**src/rtl/mem_port_arbiter_pkg.sv**
```systemverilog
// Shared definitions for the instruction/data memory-port arbiter:
// bus direction codes, requester identifiers and data-window address mapping.
package mem_port_arbiter_pkg;

  localparam logic DIRECTION_READ  = 1'b0;
  localparam logic DIRECTION_WRITE = 1'b1;

  localparam logic OWNER_I = 1'b0;
  localparam logic OWNER_D = 1'b1;

  localparam logic [7:0] ABORT_RDATA = 8'hFF;

  // The data window is 256 bytes; the offset replaces the low byte, so it never carries into the base.
  function automatic logic [15:0] window_addr(input logic [7:0] base_hi, input logic [7:0] offset);
    return {base_hi, offset};
  endfunction

endpackage

```
**src/rtl/mem_port_arbiter_if.sv**
```systemverilog
// Requester and memory-side signals of the arbiter, bundled with a view
// for the arbiter (slave) and one for its surroundings (master).
interface mem_port_arbiter_if;
  import mem_port_arbiter_pkg::*;

  logic        i_req;
  logic [15:0] i_addr;
  logic        i_ack;
  logic [7:0]  i_rdata;
  logic        d_req;
  logic        d_dir;
  logic [7:0]  d_addr;
  logic [7:0]  d_wdata;
  logic        d_ack;
  logic [7:0]  d_rdata;
  logic        m_req;
  logic        m_dir;
  logic [15:0] m_addr;
  logic [7:0]  m_wdata;
  logic        m_ack;
  logic [7:0]  m_rdata;
  logic        err;
  logic        err_clr;

  modport slave (
    input  i_req, i_addr, d_req, d_dir, d_addr, d_wdata, m_ack, m_rdata, err_clr,
    output i_ack, i_rdata, d_ack, d_rdata, m_req, m_dir, m_addr, m_wdata, err
  );

  modport master (
    output i_req, i_addr, d_req, d_dir, d_addr, d_wdata, m_ack, m_rdata, err_clr,
    input  i_ack, i_rdata, d_ack, d_rdata, m_req, m_dir, m_addr, m_wdata, err
  );

endinterface

```
**src/rtl/mem_port_arbiter_bus_timeout_ctr.sv**
```systemverilog
// Counts memory wait cycles of the current transaction and flags the cycle
// in which the count would reach TIMEOUT without a memory acknowledge.
module bus_timeout_ctr #(
  parameter logic [7:0] TIMEOUT = 8'd255
) (
  input  logic clk,
  input  logic rst,
  input  logic clear,
  input  logic enable,
  output logic expired
);

  logic [7:0] count_r;

  // Wait-cycle counter, restarted on every grant.
  always_ff @(posedge clk or posedge rst) begin
    if (rst) begin
      count_r <= 8'd0;
    end else if (clear) begin
      count_r <= 8'd0;
    end else if (enable) begin
      count_r <= count_r + 8'd1;
    end
  end

  // enable is only true on cycles without m_ack, so an acknowledge on the last allowed cycle still wins.
  assign expired = enable && ((count_r + 8'd1) == TIMEOUT);

endmodule

```
**src/rtl/mem_port_arbiter.sv**
```systemverilog
// Round-robin arbiter sharing one single-port memory between an instruction
// fetch port and a data port mapped into a 256-byte window.
module mem_port_arbiter
  import mem_port_arbiter_pkg::*;
#(
  parameter logic [15:0] D_BASE  = 16'h8000,
  parameter logic [7:0]  TIMEOUT = 8'd255
) (
  input  logic              clk,
  input  logic              rst,
  mem_port_arbiter_if.slave bus
);

  localparam logic [1:0] ST_IDLE   = 2'd0;
  localparam logic [1:0] ST_BUSY_I = 2'd1;
  localparam logic [1:0] ST_BUSY_D = 2'd2;
  localparam logic [1:0] ST_RESP   = 2'd3;

  logic [1:0]  state_r;
  logic [1:0]  state_nxt_s;
  logic        owner_r;
  logic        last_grant_r;
  logic        grant_i_s;
  logic        grant_d_s;
  logic        busy_s;
  logic        done_s;
  logic        expired_s;
  logic        ctr_en_s;
  logic        m_req_r;
  logic        m_dir_r;
  logic [15:0] m_addr_r;
  logic [7:0]  m_wdata_r;
  logic        i_ack_r;
  logic        d_ack_r;
  logic [7:0]  i_rdata_r;
  logic [7:0]  d_rdata_r;
  logic        err_r;

  assign busy_s   = (state_r == ST_BUSY_I) || (state_r == ST_BUSY_D);
  assign done_s   = busy_s && bus.m_ack;
  assign ctr_en_s = busy_s && !bus.m_ack;

  // Grant selection: contention goes to the port that did not win last time.
  always_comb begin
    grant_i_s = 1'b0;
    grant_d_s = 1'b0;
    if (state_r == ST_IDLE) begin
      if (bus.i_req && bus.d_req) begin
        if (last_grant_r == OWNER_D) begin
          grant_i_s = 1'b1;
        end else begin
          grant_d_s = 1'b1;
        end
      end else begin
        grant_i_s = bus.i_req;
        grant_d_s = bus.d_req;
      end
    end else begin
      grant_i_s = 1'b0;
      grant_d_s = 1'b0;
    end
  end

  // Next-state decode.
  always_comb begin
    state_nxt_s = state_r;
    case (state_r)
      ST_IDLE: begin
        if (grant_i_s) begin
          state_nxt_s = ST_BUSY_I;
        end else if (grant_d_s) begin
          state_nxt_s = ST_BUSY_D;
        end else begin
          state_nxt_s = ST_IDLE;
        end
      end
      ST_BUSY_I, ST_BUSY_D: begin
        if (done_s || expired_s) begin
          state_nxt_s = ST_RESP;
        end else begin
          state_nxt_s = state_r;
        end
      end
      ST_RESP: state_nxt_s = ST_IDLE;
      default: state_nxt_s = ST_IDLE;
    endcase
  end

  // State, current owner and round-robin history.
  always_ff @(posedge clk or posedge rst) begin
    if (rst) begin
      state_r      <= ST_IDLE;
      owner_r      <= OWNER_I;
      last_grant_r <= OWNER_D;
    end else begin
      state_r <= state_nxt_s;
      if (grant_i_s) begin
        owner_r <= OWNER_I;
      end else if (grant_d_s) begin
        owner_r <= OWNER_D;
      end
      if (state_r == ST_RESP) begin
        last_grant_r <= owner_r;
      end
    end
  end

  bus_timeout_ctr #(
    .TIMEOUT (TIMEOUT)
  ) u_wait_ctr (
    .clk     (clk),
    .rst     (rst),
    .clear   (grant_i_s || grant_d_s),
    .enable  (ctr_en_s),
    .expired (expired_s)
  );

  // Memory command latch at grant and completion/abort response capture.
  always_ff @(posedge clk or posedge rst) begin
    if (rst) begin
      m_req_r   <= 1'b0;
      m_dir_r   <= DIRECTION_READ;
      m_addr_r  <= 16'h0000;
      m_wdata_r <= 8'h00;
      i_ack_r   <= 1'b0;
      d_ack_r   <= 1'b0;
      i_rdata_r <= 8'h00;
      d_rdata_r <= 8'h00;
    end else begin
      i_ack_r <= 1'b0;
      d_ack_r <= 1'b0;
      if (grant_i_s) begin
        m_req_r   <= 1'b1;
        m_dir_r   <= DIRECTION_READ;
        m_addr_r  <= bus.i_addr;
        m_wdata_r <= 8'h00;
      end else if (grant_d_s) begin
        m_req_r   <= 1'b1;
        m_dir_r   <= bus.d_dir;
        m_addr_r  <= window_addr(D_BASE[15:8], bus.d_addr);
        m_wdata_r <= bus.d_wdata;
      end else if (done_s || expired_s) begin
        m_req_r <= 1'b0;
        if (state_r == ST_BUSY_I) begin
          i_ack_r   <= 1'b1;
          i_rdata_r <= done_s ? bus.m_rdata : ABORT_RDATA;
        end else begin
          d_ack_r <= 1'b1;
          if (m_dir_r == DIRECTION_READ) begin
            d_rdata_r <= done_s ? bus.m_rdata : ABORT_RDATA;
          end
        end
      end
    end
  end

  // Sticky timeout flag; a new timeout beats a simultaneous clear.
  always_ff @(posedge clk or posedge rst) begin
    if (rst) begin
      err_r <= 1'b0;
    end else if (expired_s) begin
      err_r <= 1'b1;
    end else if (bus.err_clr) begin
      err_r <= 1'b0;
    end
  end

  assign bus.m_req   = m_req_r;
  assign bus.m_dir   = m_dir_r;
  assign bus.m_addr  = m_addr_r;
  assign bus.m_wdata = m_wdata_r;
  assign bus.i_ack   = i_ack_r;
  assign bus.i_rdata = i_rdata_r;
  assign bus.d_ack   = d_ack_r;
  assign bus.d_rdata = d_rdata_r;
  assign bus.err     = err_r;

endmodule

```
**src/flat_wrapper.sv**
```systemverilog
// flat-port wrapper written by rule: the top's interface ports become plain ports
module mem_port_arbiter_flat import mem_port_arbiter_pkg::*;
#(
  parameter logic [15:0] D_BASE  = 16'h8000,
  parameter logic [7:0]  TIMEOUT = 8'd255
)
  (clk, rst, bus_i_req, bus_i_addr, bus_d_req, bus_d_dir, bus_d_addr, bus_d_wdata, bus_m_ack, bus_m_rdata, bus_err_clr, bus_i_ack, bus_i_rdata, bus_d_ack, bus_d_rdata, bus_m_req, bus_m_dir, bus_m_addr, bus_m_wdata, bus_err);
  mem_port_arbiter_if bus_i ();
  input  logic clk;
  input  logic rst;
  input wire logic [$bits(bus_i.i_req)-1:0] bus_i_req;
  input wire logic [$bits(bus_i.i_addr)-1:0] bus_i_addr;
  input wire logic [$bits(bus_i.d_req)-1:0] bus_d_req;
  input wire logic [$bits(bus_i.d_dir)-1:0] bus_d_dir;
  input wire logic [$bits(bus_i.d_addr)-1:0] bus_d_addr;
  input wire logic [$bits(bus_i.d_wdata)-1:0] bus_d_wdata;
  input wire logic [$bits(bus_i.m_ack)-1:0] bus_m_ack;
  input wire logic [$bits(bus_i.m_rdata)-1:0] bus_m_rdata;
  input wire logic [$bits(bus_i.err_clr)-1:0] bus_err_clr;
  output wire logic [$bits(bus_i.i_ack)-1:0] bus_i_ack;
  output wire logic [$bits(bus_i.i_rdata)-1:0] bus_i_rdata;
  output wire logic [$bits(bus_i.d_ack)-1:0] bus_d_ack;
  output wire logic [$bits(bus_i.d_rdata)-1:0] bus_d_rdata;
  output wire logic [$bits(bus_i.m_req)-1:0] bus_m_req;
  output wire logic [$bits(bus_i.m_dir)-1:0] bus_m_dir;
  output wire logic [$bits(bus_i.m_addr)-1:0] bus_m_addr;
  output wire logic [$bits(bus_i.m_wdata)-1:0] bus_m_wdata;
  output wire logic [$bits(bus_i.err)-1:0] bus_err;
  assign bus_i.i_req = bus_i_req;
  assign bus_i.i_addr = bus_i_addr;
  assign bus_i.d_req = bus_d_req;
  assign bus_i.d_dir = bus_d_dir;
  assign bus_i.d_addr = bus_d_addr;
  assign bus_i.d_wdata = bus_d_wdata;
  assign bus_i.m_ack = bus_m_ack;
  assign bus_i.m_rdata = bus_m_rdata;
  assign bus_i.err_clr = bus_err_clr;
  assign bus_i_ack = bus_i.i_ack;
  assign bus_i_rdata = bus_i.i_rdata;
  assign bus_d_ack = bus_i.d_ack;
  assign bus_d_rdata = bus_i.d_rdata;
  assign bus_m_req = bus_i.m_req;
  assign bus_m_dir = bus_i.m_dir;
  assign bus_m_addr = bus_i.m_addr;
  assign bus_m_wdata = bus_i.m_wdata;
  assign bus_err = bus_i.err;
  mem_port_arbiter #(.D_BASE(D_BASE), .TIMEOUT(TIMEOUT)) u_core (.clk(clk), .rst(rst), .bus(bus_i));
endmodule
```
**config.mk**
```make
export PLATFORM = sky130hd
export DESIGN_NAME = mem_port_arbiter_flat
export DESIGN_NICKNAME = d
export VERILOG_FILES = /design/src/rtl/mem_port_arbiter_pkg.sv /design/src/rtl/mem_port_arbiter_if.sv /design/src/rtl/mem_port_arbiter_bus_timeout_ctr.sv /design/src/rtl/mem_port_arbiter.sv /design/src/flat_wrapper.sv
export SDC_FILE = /design/constraint.sdc
export NUM_CORES = 1
export LEC_CHECK = 0
export BUFFER_PORTS_ARGS = -buffer_cell sky130_fd_sc_hd__buf_4
export CORE_ASPECT_RATIO = 0.7
export CORE_MARGIN = 3
export CORE_UTILIZATION = 51
export CTS_BUF_LIST = sky130_fd_sc_hd__clkbuf_8
export CTS_CLUSTER_SIZE = 14
export DETAILED_ROUTE_END_ITERATION = 10
export PLACE_DENSITY = 0.82
export SLEW_MARGIN = 20
export SYNTH_ARGS = -nofsm -noshare
export SYNTH_HDL_FRONTEND = slang
export SYNTH_SLANG_ARGS = --single-unit
```
**constraint.sdc**
```tcl
create_clock -name clk -period 2.1 [get_ports clk]
set_input_delay 0.21 -clock clk [delete_from_list [all_inputs] [get_ports clk]]
set_output_delay 0.21 -clock clk [all_outputs]
set_load 0.01 [all_outputs]
```
==> flow_metrics.tcl <==
set metrics [dict create \
    drtPass1Iterations 4 \
    worstSetupPathType "register to register" \
    hp-class "primary input to register" \
    yosysMostFrequentCell "dfrtp_1" \
    timing_hold_violations_final 0 \
    rows 20 \
    viasPerCell 5.31 \
    antenna_cells 0 \
    p_comb_share_pct 42.8 \
    synth_area_per_cell_sq_um 10.3 \
    synthToLayoutAreaGrowth_pct 37.6 \
    critPathMaxStageDelay_ns 0.43 \
    grt_pass1_vias 2210 \
    peakVddDrop_mv 0.720 \
    p_per_area_mw_per_mm2 1410 \
    die_w_um 91.1 \
    fin_crit_ns 2.01 \
    hpwl_um 4580 \
    setup_viol 0 \
    fp.dieH_um 65.6 \
    fin_tns_setup_ns 0 \
    numClockSinks 57 \
    yosysWarnings 0 \
    io_buffers 91 \
    critPathLaunchType "register" \
    pin_count 92 \
    synth_seq_area_share_pct 55.3 \
    core_area_sq_mm 0.00460 \
    fmax_mhz 497 \
    htreeDepth 3 \
    place.gp.congestion 0.835 \
    synth_edf_count 0 \
    synth_common_cells "dfrtp_1 (56), nor2_1 (25), inv_1 (24), nand2_1 (24)" \
    grt_pass1_wl_um 10700 \
    die_area_sq_mm 0.00597 \
    placed_cell_area_sq_mm 0.00333 \
    cts_tree "yes" \
    path_clk_slew_ns 0.07 \
    pwr-share-seq_pct 37.3 \
    drt_iter0_markers 154 \
    drc 0 \
    synth.area.top_cells "dfrtp_1 (54%), a22o_1 (5.4%), a31oi_1 (3.9%)" \
    fillers 347 \
    finalCritPeriodShare_pct 95.9 \
    cp.arrival_ns 2.26 \
    synth_nets 303 \
    grt.total_usage_pct 23.3 \
    routed_wl_um 6460 \
    synth_area_sq_mm 0.00258 \
    clockBufferDepth 2 \
    grt_max_degree 28 \
    wl_per_cell_um 15.4 \
    synthCells 251 \
    cp_cell_sequence "inv_1 -> ha_1 -> nand3_1 -> or3b_1 -> o22ai_2 -> nand3_2 -> a31oi_1" \
    drive_gt1_share_pct 35.9 \
    root_buffer "clkbuf_8" \
    outcome "complete, no violations" \
    p_leak_nw 1.75 \
    worst-path-max-fanout 8 \
    drv_cap 0 \
    ant_nets 0 \
    antenna_found_initial 0 \
    ys_ff_latch 57 \
    yosys.cell_types.count 42 \
    finClkSkew_ns 0.00587 \
    async_flop_share_pct 100 \
    netlist.top_cell.by_area "dfrtp_1" \
    rsz0062_at_grt "yes" \
    p_int_w 0.00314 \
    synth_top_area_share_pct 54.2 \
    drv_slew 0 \
    tightest_slew_ns 0.826 \
    cts_buffers 9 \
    swShare_pct 37.4 \
    vias 2230 \
    fin_area_sq_mm 0.00356 \
    cp_slowest_cell "dfrtp_1" \
    endpoint_kind "register" \
    cp.required_ns 2.34 \
    net-switching-power_w 0.00188 \
    grt_remaining_overflow 0 \
    initial_utilization_pct 56.1 \
    clkPwrFrac_pct 20.0 \
    ys.flop_type "dfrtp_1" \
    slew_headroom_pct 45.0 \
    final_nets 401 \
    insertion_delay_ns 0.34 \
]
-- layer usage --
| layer | GRT usage (%) | up-vias | share of wire (%) |
|---|---|---|---|
| met5 | 0 | - | 0 |
| met4 | 8.27 | 0 | 0.91 |
| met3 | 9.61 | 11 | 8.9 |
| met2 | 34.6 | 88 | 47 |
| met1 | 30.8 | 1065 | 43 |
| li1 | - | 1066 | - |
-- power by group through the flow --
stage                     registers (W)  logic [W]  clock network (W)
after detailed placement        0.00186    0.00211                  0
after global placement          0.00186    0.00204                  0
after CTS                       0.00186    0.00213            0.00102
after floorplan                 0.00200    0.00104                  0
after global routing            0.00192    0.00237            0.00107
final                           0.00187    0.00214            0.00100
-- cell families (layout without fill, tap and decap cells) --
group / Yosys count / count (layout) / synth area share (%)
adder cells (fa/ha/maj): 5 / 5 / 2.42
flip-flops: 57 / 57 / 55.3
AND/OR/NAND/NOR: 80 / 80 / 16.1
buffers and inverters: 35 / 138 / 5.52
XOR/XNOR: 8 / 8 / 2.71
AO/OA/AOI/OAI: 64 / 64 / 17.1
multiplexers: 2 / 2 / 0.872
-- layout by cell type, fill, tap and decap left out, types with 2 or more instances in the layout --
cell        netlist  routed
nand3_2           3       3
nor2b_1           2       2
a31oi_1          16      16
a21o_1            2       2
mux2_1            2       2
a21oi_1          11      11
clkinv_2          0       2
and3_1            2       2
buf_4             0      97
ha_1              5       5
clkbuf_8          0       9
nor2_1           25      25
dfrtp_1          56      56
clkinvlp_4        0       3
or2b_1            2       2
a21oi_2           2       2
nand2_1          24      23
inv_1            24      23
o21ai_0           9       9
xor2_1            4       4
nand4_1           4       4
nand3b_1          9       9
a22o_1           16      16
xnor2_1           4       4
nor4_2            1       2
-- sequential cells by signal, summed over array words and instances, names as in the netlist, 2 cells and up --
signal                     count
u_core.bus.d_rdata             8
u_core.u_wait_ctr.count_r      8
u_core.bus.m_addr             16
u_core.bus.i_rdata             8
u_core.state_r                 2
u_core.bus.m_wdata             8
-- final cells by class --
class	instances	area [sq um]	area share, %
timing repair buffer	98	738	20.8
tap	66	82.6	2.32
multi-input combinational	159	1020	28.7
clock inverter	7	71.3	2.01
sequential	57	1430	40.1
clock buffer	9	124	3.48
inverter	24	90.1	2.53
-- path summary, 6_finish.rpt --
kind | slack (ns) | end | start | depth (start not counted)
worst max-delay path | 0.09 | u_core.bus.d_rdata[6] | u_core.u_wait_ctr.count_r[0] | 7
worst min register to register | 0.51 | u_core.bus.m_addr[12] | u_core.bus.m_addr[12] | 1
max in group asynchronous | 0.99 | u_core.bus.d_rdata[6] | rst | 4
worst max register to register | 0.09 | u_core.bus.d_rdata[6] | u_core.u_wait_ctr.count_r[0] | 7
worst min-delay path | 0.06 | u_core.bus.err | bus_err_clr | 2
min in group asynchronous | 0.47 | u_core.bus.i_rdata[1] | rst | 3
-- worst max-delay path, delay by kind of cell, from the launching register on --
kind / cells / cell delay, ns
buffers and inverters: 1 / 0.11
flip-flops: 1 / 0.43
adder cells (fa/ha/maj): 1 / 0.15
AND/OR/NAND/NOR: 3 / 0.73
AO/OA/AOI/OAI: 2 / 0.51
-- metrics by stage --
step	utilization (%)	power (W)	setup slack [ns]	hold WS, ns	cells
final	77.2	0.00501	0.0862	0.0551	420
after global routing	77.2	0.00537	-0.0492	0.0644	420
after CTS	76.9	0.00501	0.0813	0.0456	419
after detailed placement	72.4	0.00397	0.126	0.278	402
after global placement	72.4	0.00390	0.219	0.267	402
after floorplan	-	0.00304	0.304	0.309	251
-- what timing repair did --
item                                   in CTS  in global routing
setup buffers                               0                  1
pin swaps                                   0                  1
cloned                                      0                  0
endpoints found under the hold margin      21                  0
setup endpoints to repair                   2                 12
hold buffers                                1                  0
gates resized for setup                     1                  1
Power figures use the tool's default switching activity.
